[config.mk]
export PLATFORM = sky130hd
export DESIGN_NAME = mem_port_arbiter
export DESIGN_NICKNAME = d
export VERILOG_FILES = /design/src/rtl/mem_arb_pkg.sv /design/src/rtl/arb_lat_counter.sv /design/src/rtl/mem_port_arbiter.sv
export SDC_FILE = /design/constraint.sdc
export NUM_CORES = 1
export LEC_CHECK = 0
export BUFFER_PORTS_ARGS = -buffer_cell sky130_fd_sc_hd__buf_2
export CAP_MARGIN = 20
export CORE_MARGIN = 2
export CORE_UTILIZATION = 40
export DETAILED_ROUTE_END_ITERATION = 7
export PLACE_DENSITY_LB_ADDON = 0.05
export SETUP_SLACK_MARGIN = 0.2
export SYNTH_ARGS = -nofsm -noshare
export SYNTH_HDL_FRONTEND = slang
export SYNTH_SLANG_ARGS = --single-unit
[constraint.sdc]
create_clock -name clk -period 2.4 [get_ports clk]
set_input_delay 0.12 -clock clk [delete_from_list [all_inputs] [get_ports clk]]
set_output_delay 0.12 -clock clk [all_outputs]
set_load 0.1 [all_outputs]
[src/rtl/mem_arb_pkg.sv]
// Shared types and default constants for the two-port memory arbiter.
package mem_arb_pkg;

  localparam int ADDR_W_DEF     = 12;
  localparam int DATA_W_DEF     = 16;
  localparam int MEM_LAT_DEF    = 1;
  localparam int MAX_DM_RUN_DEF = 3;

  // Wide enough for the largest legal latency load value (MEM_LAT-1 = 6).
  localparam int CNT_W = 3;

  typedef enum logic [1:0] {
    IDLE = 2'd0,
    BUSY = 2'd1,
    DONE = 2'd2
  } arb_state_e;

  typedef enum logic {
    OWN_IF = 1'b0,
    OWN_DM = 1'b1
  } arb_owner_e;

endpackage

[src/rtl/arb_lat_counter.sv]
// Loadable down-counter that times the memory access window; zero marks the
// final cycle of the access.
module arb_lat_counter #(
  parameter int W = 3
) (
  input  logic         clk,
  input  logic         rst_n,
  input  logic         load,
  input  logic [W-1:0] load_val,
  input  logic         dec,
  output logic         zero
);

  logic [W-1:0] count_d;
  logic [W-1:0] count_q;

  // NOTE: count_d gets a default before any branch, so no path leaves it unassigned (no latch).
  always_comb begin
    count_d = count_q;
    if (load) begin
      count_d = load_val;
    end else if (dec && (count_q != '0)) begin
      count_d = count_q - W'(1);
    end
  end

  // NOTE: non-blocking assignments so every flop samples pre-edge values.
  always_ff @(posedge clk or negedge rst_n) begin
    if (!rst_n) begin
      count_q <= '0;
    end else begin
      count_q <= count_d;
    end
  end

  assign zero = (count_q == '0);

endmodule

[src/rtl/mem_port_arbiter.sv]
// Arbitrates a fetch port and a data port onto one single-ported memory with a
// fixed access latency; data has priority, bounded by a starvation streak limit.
module mem_port_arbiter
  import mem_arb_pkg::*;
#(
  parameter int ADDR_W     = ADDR_W_DEF,
  parameter int DATA_W     = DATA_W_DEF,
  parameter int MEM_LAT    = MEM_LAT_DEF,
  parameter int MAX_DM_RUN = MAX_DM_RUN_DEF
) (
  input  logic              clk,
  input  logic              reset,
  input  logic              if_req,
  input  logic [ADDR_W-1:0] if_addr,
  output logic              if_done,
  output logic [DATA_W-1:0] if_rdata,
  input  logic              dm_req,
  input  logic              dm_we,
  input  logic [ADDR_W-1:0] dm_addr,
  input  logic [DATA_W-1:0] dm_wdata,
  output logic              dm_done,
  output logic [DATA_W-1:0] dm_rdata,
  output logic              mem_en,
  output logic              mem_rw,
  output logic [ADDR_W-1:0] mem_addr,
  output logic [DATA_W-1:0] mem_wdata,
  input  logic [DATA_W-1:0] mem_rdata
);

  localparam int STREAK_W = (MAX_DM_RUN < 1) ? 1 : $clog2(MAX_DM_RUN + 1);
  localparam logic [STREAK_W-1:0] STREAK_MAX = STREAK_W'(MAX_DM_RUN);
  localparam logic [CNT_W-1:0]    LAT_LOAD   = CNT_W'(MEM_LAT - 1);

  if ((MEM_LAT < 1) || (MEM_LAT > 7)) begin : g_bad_lat
    $error("mem_port_arbiter: MEM_LAT must be in 1..7");
  end

  arb_state_e            state_q, state_d;
  arb_owner_e            owner_q, owner_d;
  logic [ADDR_W-1:0]     addr_q, addr_d;
  logic                  we_q, we_d;
  logic [DATA_W-1:0]     wdata_q, wdata_d;
  logic [STREAK_W-1:0]   streak_q, streak_d;
  logic                  mask_q, mask_d;
  logic [DATA_W-1:0]     if_rdata_q, if_rdata_d;
  logic [DATA_W-1:0]     dm_rdata_q, dm_rdata_d;

  logic if_vld, dm_vld, fetch_forced;
  logic grant_if, grant_dm, cnt_zero, last_busy;

  // The requester that just completed sits out exactly one IDLE cycle.
  assign if_vld       = if_req && !(mask_q && (owner_q == OWN_IF));
  assign dm_vld       = dm_req && !(mask_q && (owner_q == OWN_DM));
  assign fetch_forced = if_vld && (streak_q == STREAK_MAX);
  assign grant_dm     = (state_q == IDLE) && dm_vld && !fetch_forced;
  assign grant_if     = (state_q == IDLE) && if_vld && !grant_dm;
  assign last_busy    = (state_q == BUSY) && cnt_zero;

  arb_lat_counter #(.W(CNT_W)) u_lat_cnt (
    .clk      (clk),
    .rst_n    (reset),
    .load     (grant_if || grant_dm),
    .load_val (LAT_LOAD),
    .dec      (state_q == BUSY),
    .zero     (cnt_zero)
  );

  always_ff @(posedge clk or negedge reset) begin
    if (!reset) begin
      state_q <= IDLE;
    end else begin
      state_q <= state_d;
    end
  end

  always_comb begin
    state_d = state_q;
    case (state_q)
      IDLE:    if (grant_if || grant_dm) state_d = BUSY;
      BUSY:    if (cnt_zero) state_d = DONE;
      DONE:    state_d = IDLE;
      default: state_d = IDLE;
    endcase
  end

  // Request latch, starvation streak and read-data capture.
  always_comb begin
    owner_d    = owner_q;
    addr_d     = addr_q;
    we_d       = we_q;
    wdata_d    = wdata_q;
    streak_d   = streak_q;
    if_rdata_d = if_rdata_q;
    dm_rdata_d = dm_rdata_q;
    mask_d     = (state_q == DONE);
    if (grant_dm) begin
      owner_d = OWN_DM;
      addr_d  = dm_addr;
      we_d    = dm_we;
      wdata_d = dm_wdata;
      if (if_req && (streak_q != STREAK_MAX)) begin
        streak_d = streak_q + STREAK_W'(1);
      end
    end else if (grant_if) begin
      owner_d  = OWN_IF;
      addr_d   = if_addr;
      we_d     = 1'b0;
      streak_d = '0;
    end
    if (last_busy && !we_q) begin
      if (owner_q == OWN_DM) begin
        dm_rdata_d = mem_rdata;
      end else begin
        if_rdata_d = mem_rdata;
      end
    end
  end

  always_ff @(posedge clk or negedge reset) begin
    if (!reset) begin
      owner_q    <= OWN_IF;
      addr_q     <= '0;
      we_q       <= 1'b0;
      wdata_q    <= '0;
      streak_q   <= '0;
      mask_q     <= 1'b0;
      if_rdata_q <= '0;
      dm_rdata_q <= '0;
    end else begin
      owner_q    <= owner_d;
      addr_q     <= addr_d;
      we_q       <= we_d;
      wdata_q    <= wdata_d;
      streak_q   <= streak_d;
      mask_q     <= mask_d;
      if_rdata_q <= if_rdata_d;
      dm_rdata_q <= dm_rdata_d;
    end
  end

  always_comb begin
    mem_en    = (state_q == BUSY);
    mem_rw    = (state_q == BUSY) && we_q;
    mem_addr  = addr_q;
    mem_wdata = wdata_q;
    if_done   = (state_q == DONE) && (owner_q == OWN_IF);
    dm_done   = (state_q == DONE) && (owner_q == OWN_DM);
    if_rdata  = if_rdata_q;
    dm_rdata  = dm_rdata_q;
  end

endmodule

* After elaboration in Yosys (flattened, before gate mapping)
Cells that the tools add are included.
Cells by class: add/sub/neg operators 2, equality and inequality tests 7, muxes and demuxes 13, bitwise logic cells 1, reductions and logical operators 31
Operator list (count):
- 12-bit 2-to-1 mux | 2
- 1-bit logical AND | 16
- 2-bit 2-to-1 mux | 5
- 2-bit AND reduction | 4
- 3-bit 2-to-1 mux | 2
- 1-bit logical NOT | 5
- 2-bit equality test (second input constant) | 2
- 2-bit by 1-bit != test with 1-bit output (second input constant) | 2
- 2-bit != test (second input constant) | 2
- 2-bit case mux with 2 select lines | 1
- 2-bit nonzero test | 2
- 3-bit logical NOT | 1
- 1-bit 2-to-1 mux | 3
- 3-bit nonzero test | 1
- 3-bit by 1-bit subtractor with 3-bit output (second input constant) | 1
- 2-bit by 1-bit adder with 2-bit output (second input constant) | 1
- 2-bit by 1-bit equality test with 1-bit output (second input constant) | 1
- 2-bit logical NOT | 1
- 1-bit logical OR | 1
- 1-bit inverter | 1
Word-level totals: flip-flop bits (word level) 70, bits of input ports 61

* Logic depth before layout (Yosys ltp)
Gate-level depths: netlist of run 1.
word-level depth 12, depth in mapped cells 7

* Modules after synthesis
Synthesis of run 1 repeated with hierarchy kept, for this count alone.
Unflattened totals: cell total of the unflattened synthesis 229, area, all modules 3090.5 um2
Modules (own cells, without submodules):
- mem_port_arbiter | instances 1, cells each 210, area each 2900.3 um2
- arb_lat_counter | instances 1, cells each 19, area each 190.2 um2

* Worst setup path after synthesis of run 1
Ideal clock, no wire load.
path type register to output, start reg state_q[1], end out mem_rw, arrival time 2.142 ns, path slack 0.138 ns, stages on the path, launching flop included 4, cell sequence dfrtp_1 -> nand2b_1 -> inv_1 -> and2_1
On the way: word-level cells in the longest chain between the ends 2
Ends and longest elaborated chain:
- from (decl) | RTL line mem_port_arbiter.sv:38 | arb_state_e state_q, state_d;
- from (signal assigned) | RTL line mem_port_arbiter.sv:72 | state_q <= state_d;
- 2-bit by 1-bit equality test with 1-bit output
- named net mem_en | RTL line mem_port_arbiter.sv:23 | output logic mem_en,
- 1-bit logical AND | RTL line mem_port_arbiter.sv:143 | mem_rw = (state_q == BUSY) && we_q;
- to (decl) | RTL line mem_port_arbiter.sv:24 | output logic mem_rw,
The timed path passes the listed nets, and every way through them passes these cells.

* Final worst setup path of run 1
start reg streak_q[0], end reg wdata_q[15] (netlist: mem_wdata[15])
On the way: word-level cells in the longest chain between the ends 4
Ends and longest elaborated chain:
- from (decl) | RTL line mem_port_arbiter.sv:43 | logic [STREAK_W-1:0] streak_q, streak_d;
- from (signal assigned) | RTL line mem_port_arbiter.sv:134 | streak_q <= streak_d;
- 2-bit equality test | RTL line mem_port_arbiter.sv:54 | assign fetch_forced = if_vld && (streak_q == STREAK_MAX);
- 1-bit logical AND | RTL line mem_port_arbiter.sv:54
- 1-bit logical NOT | RTL line mem_port_arbiter.sv:55 | assign grant_dm = (state_q == IDLE) && dm_vld && !fetch_forced;
- 1-bit logical AND | RTL line mem_port_arbiter.sv:55
- to (signal assigned) | RTL line mem_port_arbiter.sv:133 | wdata_q <= wdata_d;
- to (decl) | RTL line mem_port_arbiter.sv:42 | logic [DATA_W-1:0] wdata_q, wdata_d;
Every way passes these cells. A chain may end at the register's enable or synchronous reset.

==> impl_metrics.tcl, run 1 <==
set metrics [dict create \
    grt_max_degree 71 \
    ant_nets 0 \
    critPathLaunchType "flop" \
    hold_violations 0 \
    tightest_slew_ns 0.5803 \
    period_minus_slack_ns 2.040 \
    clock_path_buffers 2 \
    viasPerCell 5.062 \
    die_h_um 91.65 \
    drc 0 \
    drv_cap 0 \
    hold_class "primary input to flop" \
    dpl.hpwl_um 4818 \
    period_share_pct 85.01 \
    yosysSeqAreaShare_pct 57.00 \
    cts_buffers 9 \
    syn_area_um2 3073 \
    synth_cells 228 \
    crit_type "flop to flop" \
    syn_nets 292 \
    port_buffers 124 \
    report.final.setup_viol 0 \
    cts_tree "done" \
    fin_setup_tns_ns 0 \
    worstPathArrival_ns 2.26 \
    gr-total-overflow 0 \
    clk_latency_ns 0.33 \
    cts_num_sinks 70 \
    drt_iter0_drc 57 \
    grt_pass1_wl_um 11500 \
    finalNetCount 425 \
    gp_congestion 0.7486 \
    worst-path-max-fanout 30 \
    fin_skew_ns 0.01214 \
    max_freq_mhz 490.2 \
    cts-root-buf "clkbuf_8" \
    max_slew_margin_pct 61.08 \
    rows 31 \
    syn_to_final_growth_pct 31.23 \
    slew_viol_final 0 \
    design.core.area_um2 7331 \
    die_area_um2 8400 \
    num_antenna_cells 0 \
    endpoint_kind "flop" \
    postCtsSetupBuffers 0 \
    drive_above_1_share_pct 54.92 \
    grt_pass1_vias 2410 \
    initial_core_util_pct 41.92 \
    postSynthAreaPerCell_um2 13.48 \
    die_x_um 91.65 \
    status "complete, no violations" \
    drt_wl_total_um 7055 \
    synth_cell_types 31 \
    wl_per_cell_um 15.17 \
    ys_warn_count 0 \
    clkTransAtPathRegs_ns 0.07 \
    h-tree-depth 3 \
    critical_path_required_ns 2.62 \
    io-pin-count 125 \
    antenna_found_initial 0 \
    grt_use_total_pct 17.23 \
    grt_setup_unrepaired "no" \
    synth-seq-cells 70 \
    num_vias 2354 \
    dr.pass1.iters 4 \
]
==> synth_stat cells, drive strengths merged <==
cell | instances | area share, %
o21ai | 16 | 2.6
or4 | 1 | 0.24
nand2 | 2 | 0.24
a31oi | 12 | 2.4
a21oi | 1 | 0.16
mux2 | 49 | 20
or3b | 1 | 0.29
a22o | 1 | 0.29
inv | 6 | 0.73
a211o | 2 | 0.57
mux2i | 1 | 0.33
buf | 6 | 1.9
nand3b | 1 | 0.24
nand2b | 3 | 0.61
or3 | 1 | 0.20
a2111oi | 13 | 3.7
and4bb | 1 | 0.41
nor2b | 5 | 1.0
a211oi | 3 | 0.73
nor4b | 1 | 0.29
nand3 | 13 | 2.1
nor4 | 1 | 0.69
dfrtp | 70 | 57
clkbuf | 9 | 1.1
nor3b | 1 | 0.24
and2 | 3 | 0.61
nor2 | 2 | 0.24
ha | 3 | 1.2
==> cell usage in the layout (no fill, tap or decap), drive strengths merged, types with 2 or more instances in the layout <==
| master | Yosys | layout |
|---|---|---|
| buf | 6 | 132 |
| dfrtp | 70 | 70 |
| mux2 | 49 | 49 |
| o21ai | 16 | 16 |
| nand3 | 13 | 13 |
| a2111oi | 13 | 13 |
| a31oi | 12 | 12 |
| clkbuf | 9 | 10 |
| inv | 6 | 7 |
| nor2b | 5 | 5 |
| dlygate4sd3 | 0 | 5 |
| nand2b | 3 | 3 |
| a211oi | 3 | 3 |
| ha | 3 | 3 |
| clkinvlp | 0 | 3 |
| and2 | 3 | 3 |
| nor2 | 2 | 2 |
| a211o | 2 | 2 |
| nand2 | 2 | 2 |
| clkinv | 0 | 2 |
==> registers in the layout (all words and copies together), names as in the netlist <==
name               cells
dm_rdata              16
if_rdata              16
mem_wdata             16
mem_addr              12
u_lat_cnt.count_q      3
state_q                2
streak_q               2
mask_q                 1
owner_q                1
we_q                   1
==> cell families (layout without fill, tap and decap cells) <==
family,after synthesis,after routing,synth area share (%)
AOI/OAI and AO/OA,48,48,10.50
adders and majority gates,3,3,1.222
buffers and inverters,21,159,3.705
DFF,70,70,57.00
muxes,50,50,20.11
and+or+nand+nor,36,36,7.452
==> area by class of cell <==
cell class | count | area, µm²
multi-input combinational | 137 | 1209
inverter | 6 | 22.52
clock inverter | 6 | 45.04
timing repair buffer | 137 | 743.2
fill | 637 | 3298
clock buffer | 10 | 137.6
sequential | 70 | 1752
tap | 99 | 123.9
==> per-layer routing <==
metal / GRT usage (%) / up-vias / part of all wire, %
met5: 0 / - / 0
met4: 7.449 / 0 / 1.5
met2: 26.23 / 93 / 45
met3: 4.355 / 11 / 6.4
li1: - / 1114 / -
met1: 23.37 / 1136 / 47
==> worst max-delay path: stages, from the launching register on <==
cell	delay (ns)
dfrtp_1	0.35
ha_1	0.18
and2_1	0.42
a211o_1	0.19
buf_4	0.39
mux2_2	0.39
==> what timing repair did <==
item	CTS	global route
resized for setup	0	0
hold buffers	3	2
endpoints found under the hold margin	72	2
==> final timing paths <==
kind	slack (ns)	endpoint	from	depth (start not counted)
min in group asynchronous	0.33	u_lat_cnt.count_q[0]	reset	3
max in group asynchronous	1.75	streak_q[1]	reset	3
worst max-delay path	0.36	mem_wdata[15]	streak_q[0]	5
worst min register to register	0.50	dm_rdata[3]	dm_rdata[3]	1
worst max register to register	0.36	mem_wdata[15]	streak_q[0]	5
worst min-delay path	0.02	mem_wdata[5]	dm_wdata[5]	2
==> metrics by stage <==
step	hold slack [ns]	utilization [%]	instance area, µm²	worst slack, ns	std cells
3_3_place_gp	0.1784	51.83	3800	0.4051	444
3_5_place_dp	0.1768	51.83	3800	0.3709	444
6_report	0.01744	55.01	4033	0.3598	465
5_1_grt	0.0009691	55.01	4033	0.2309	465
2_1_floorplan	-0.1756	-	3074	0.3672	228
4_1_cts	0.0004163	54.74	4013	0.3630	463
Power of run 1 is not shown: default switching activity piles up to over one toggle a cycle in this logic, so the estimate is an artifact.
==> run 2: changes to the inputs <==
CORE_MARGIN = 4   (was 2)
==> run 2 against run 1 <==
  * Non-clock buffer count up 13
  * Cell count grew 2.8%
  * Fmax increased by 6.2%
  * Flip-flop and latch count unchanged
  * Clock skew fell by 0.00050 ns
  * Sequential share of layout area decreased by 1.8 points
  * Register-to-register slack better by 0.12 ns
  * First-iteration DRC count increased by 32%
  * Setup slack gained 0.12 ns
  * Via count increased by 2.6%
  * Critical endpoint is now mem_wdata[4]
  * Highest routed layer unchanged
==> impl_metrics.tcl, run 2 (synthesis gave the netlist of run 1 again) <==
set metrics [dict create \
    status "complete, no violations" \
    critPathLaunchType "flop" \
    grt_max_degree 33 \
    clkTransAtPathRegs_ns 0.08 \
    crit_type "flop to flop" \
    slew_viol_final 0 \
    hold_class "primary input to flop" \
    num_vias 2415 \
    postCtsSetupBuffers 0 \
    post-route-cell-area_um2 4207 \
    fillCellCount 657 \
    drt_wl_total_um 7564 \
    timing.rr.end "mem_wdata[4]" \
    cts_tree "done" \
    clk_latency_ns 0.33 \
    endpoint "mem_wdata[4]" \
    cp-startpoint "owner_q" \
    io-pin-count 125 \
    fin_setup_tns_ns 0 \
    cts_resized 0 \
    antenna_found_initial 0 \
    viasPerCell 5.052 \
    cts-hold-fix-buffers 11 \
    fin_skew_ns 0.01163 \
    port_buffers 124 \
    period_minus_slack_ns 1.922 \
    report.final.setup_viol 0 \
    ant_nets 0 \
    clock_path_buffers 2 \
    rows 31 \
    grt_pass1_wl_um 11860 \
    grt_use_total_pct 16.92 \
    worst-path-max-fanout 21 \
    num_antenna_cells 0 \
    final_common_cell "buf_2" \
    max_slew_margin_pct 57.48 \
    finalNetCount 438 \
    grt_pass1_vias 2390 \
    dpl.hpwl_um 5339 \
    cts_buffers 9 \
    dp.cells 448 \
    die_area_um2 9149 \
    grt_setup_unrepaired "no" \
    cts_num_sinks 70 \
    drt_iter0_drc 75 \
    stdcell_count 478 \
    r2r_slack_ns 0.48 \
    endpoint_kind "flop" \
    drv_cap 0 \
    critical_path_required_ns 2.62 \
    period_share_pct 80.07 \
    r2r_cells 4 \
    utilization_pct 57.08 \
    r2r_start "owner_q" \
    tightest_slew_ns 0.6378 \
    dpl-instance-area_um2 3842 \
    worstPathArrival_ns 2.14 \
    syn_to_final_growth_pct 36.89 \
    hold_violations 0 \
    dr.pass1.iters 4 \
    gp_congestion 0.8158 \
    wl_per_cell_um 15.82 \
    gr-total-overflow 0 \
    die_x_um 95.65 \
    design.core.area_um2 7370 \
    mostFrequentLayoutCells "buf_2 (124), dfrtp_1 (70), mux2_2 (34)" \
    die_h_um 95.65 \
    h-tree-depth 3 \
    max_freq_mhz 520.4 \
    drc 0 \
    drive_above_1_share_pct 53.83 \
    initial_core_util_pct 41.70 \
    cts-root-buf "clkbuf_8" \
]
-- run 2: worst max-delay path, stage by stage (launching register included) --
cell and delay, ns:
dfrtp_1 0.47, a211o_1 0.34, a211o_1 0.45, buf_12 0.25, mux2_4 0.30
-- run 2: cell type report --
class	instances	area, µm²	area share (%)
sequential	70	1752	41.64
multi-input combinational	137	1209	28.73
timing repair buffer	150	875.8	20.82
clock buffer	11	141.4	3.361
tap	99	123.9	2.945
clock inverter	5	82.58	1.963
inverter	6	22.52	0.5354
-- run 2: per-stage QoR --
stage / worst slack, ns / hold slack [ns]
2_1_floorplan: 0.3672 / -0.1756
3_3_place_gp: 0.5052 / 0.1788
3_5_place_dp: 0.4775 / 0.1824
4_1_cts: 0.4728 / 0.0008530
5_1_grt: 0.4100 / 0.0004152
6_report: 0.4783 / 0.02076
-- run 2: routing by layer --
| layer | GRT usage [%] | vias to the layer above | routed length (µm) |
|---|---|---|---|
| met5 | 0 | - | 0 |
| met4 | 4.739 | 0 | 87 |
| met3 | 6.709 | 6 | 686 |
| met2 | 26.23 | 102 | 3577 |
| met1 | 21.96 | 1170 | 3213 |
| li1 | - | 1137 | - |
-- run 2: worst min path at each step --
| stage | startpoint | endpoint | cells past startpoint |
|---|---|---|---|
| after floorplan | reset | dm_rdata[0] | 0 |
| after global placement | reset | dm_rdata[3] | 1 |
| after detailed placement | reset | dm_rdata[3] | 1 |
| after CTS | dm_wdata[5] | mem_wdata[5] | 2 |
| after global routing | dm_wdata[13] | mem_wdata[13] | 2 |
| final | dm_wdata[13] | mem_wdata[13] | 2 |
Power of run 2 is left out for the same reason.
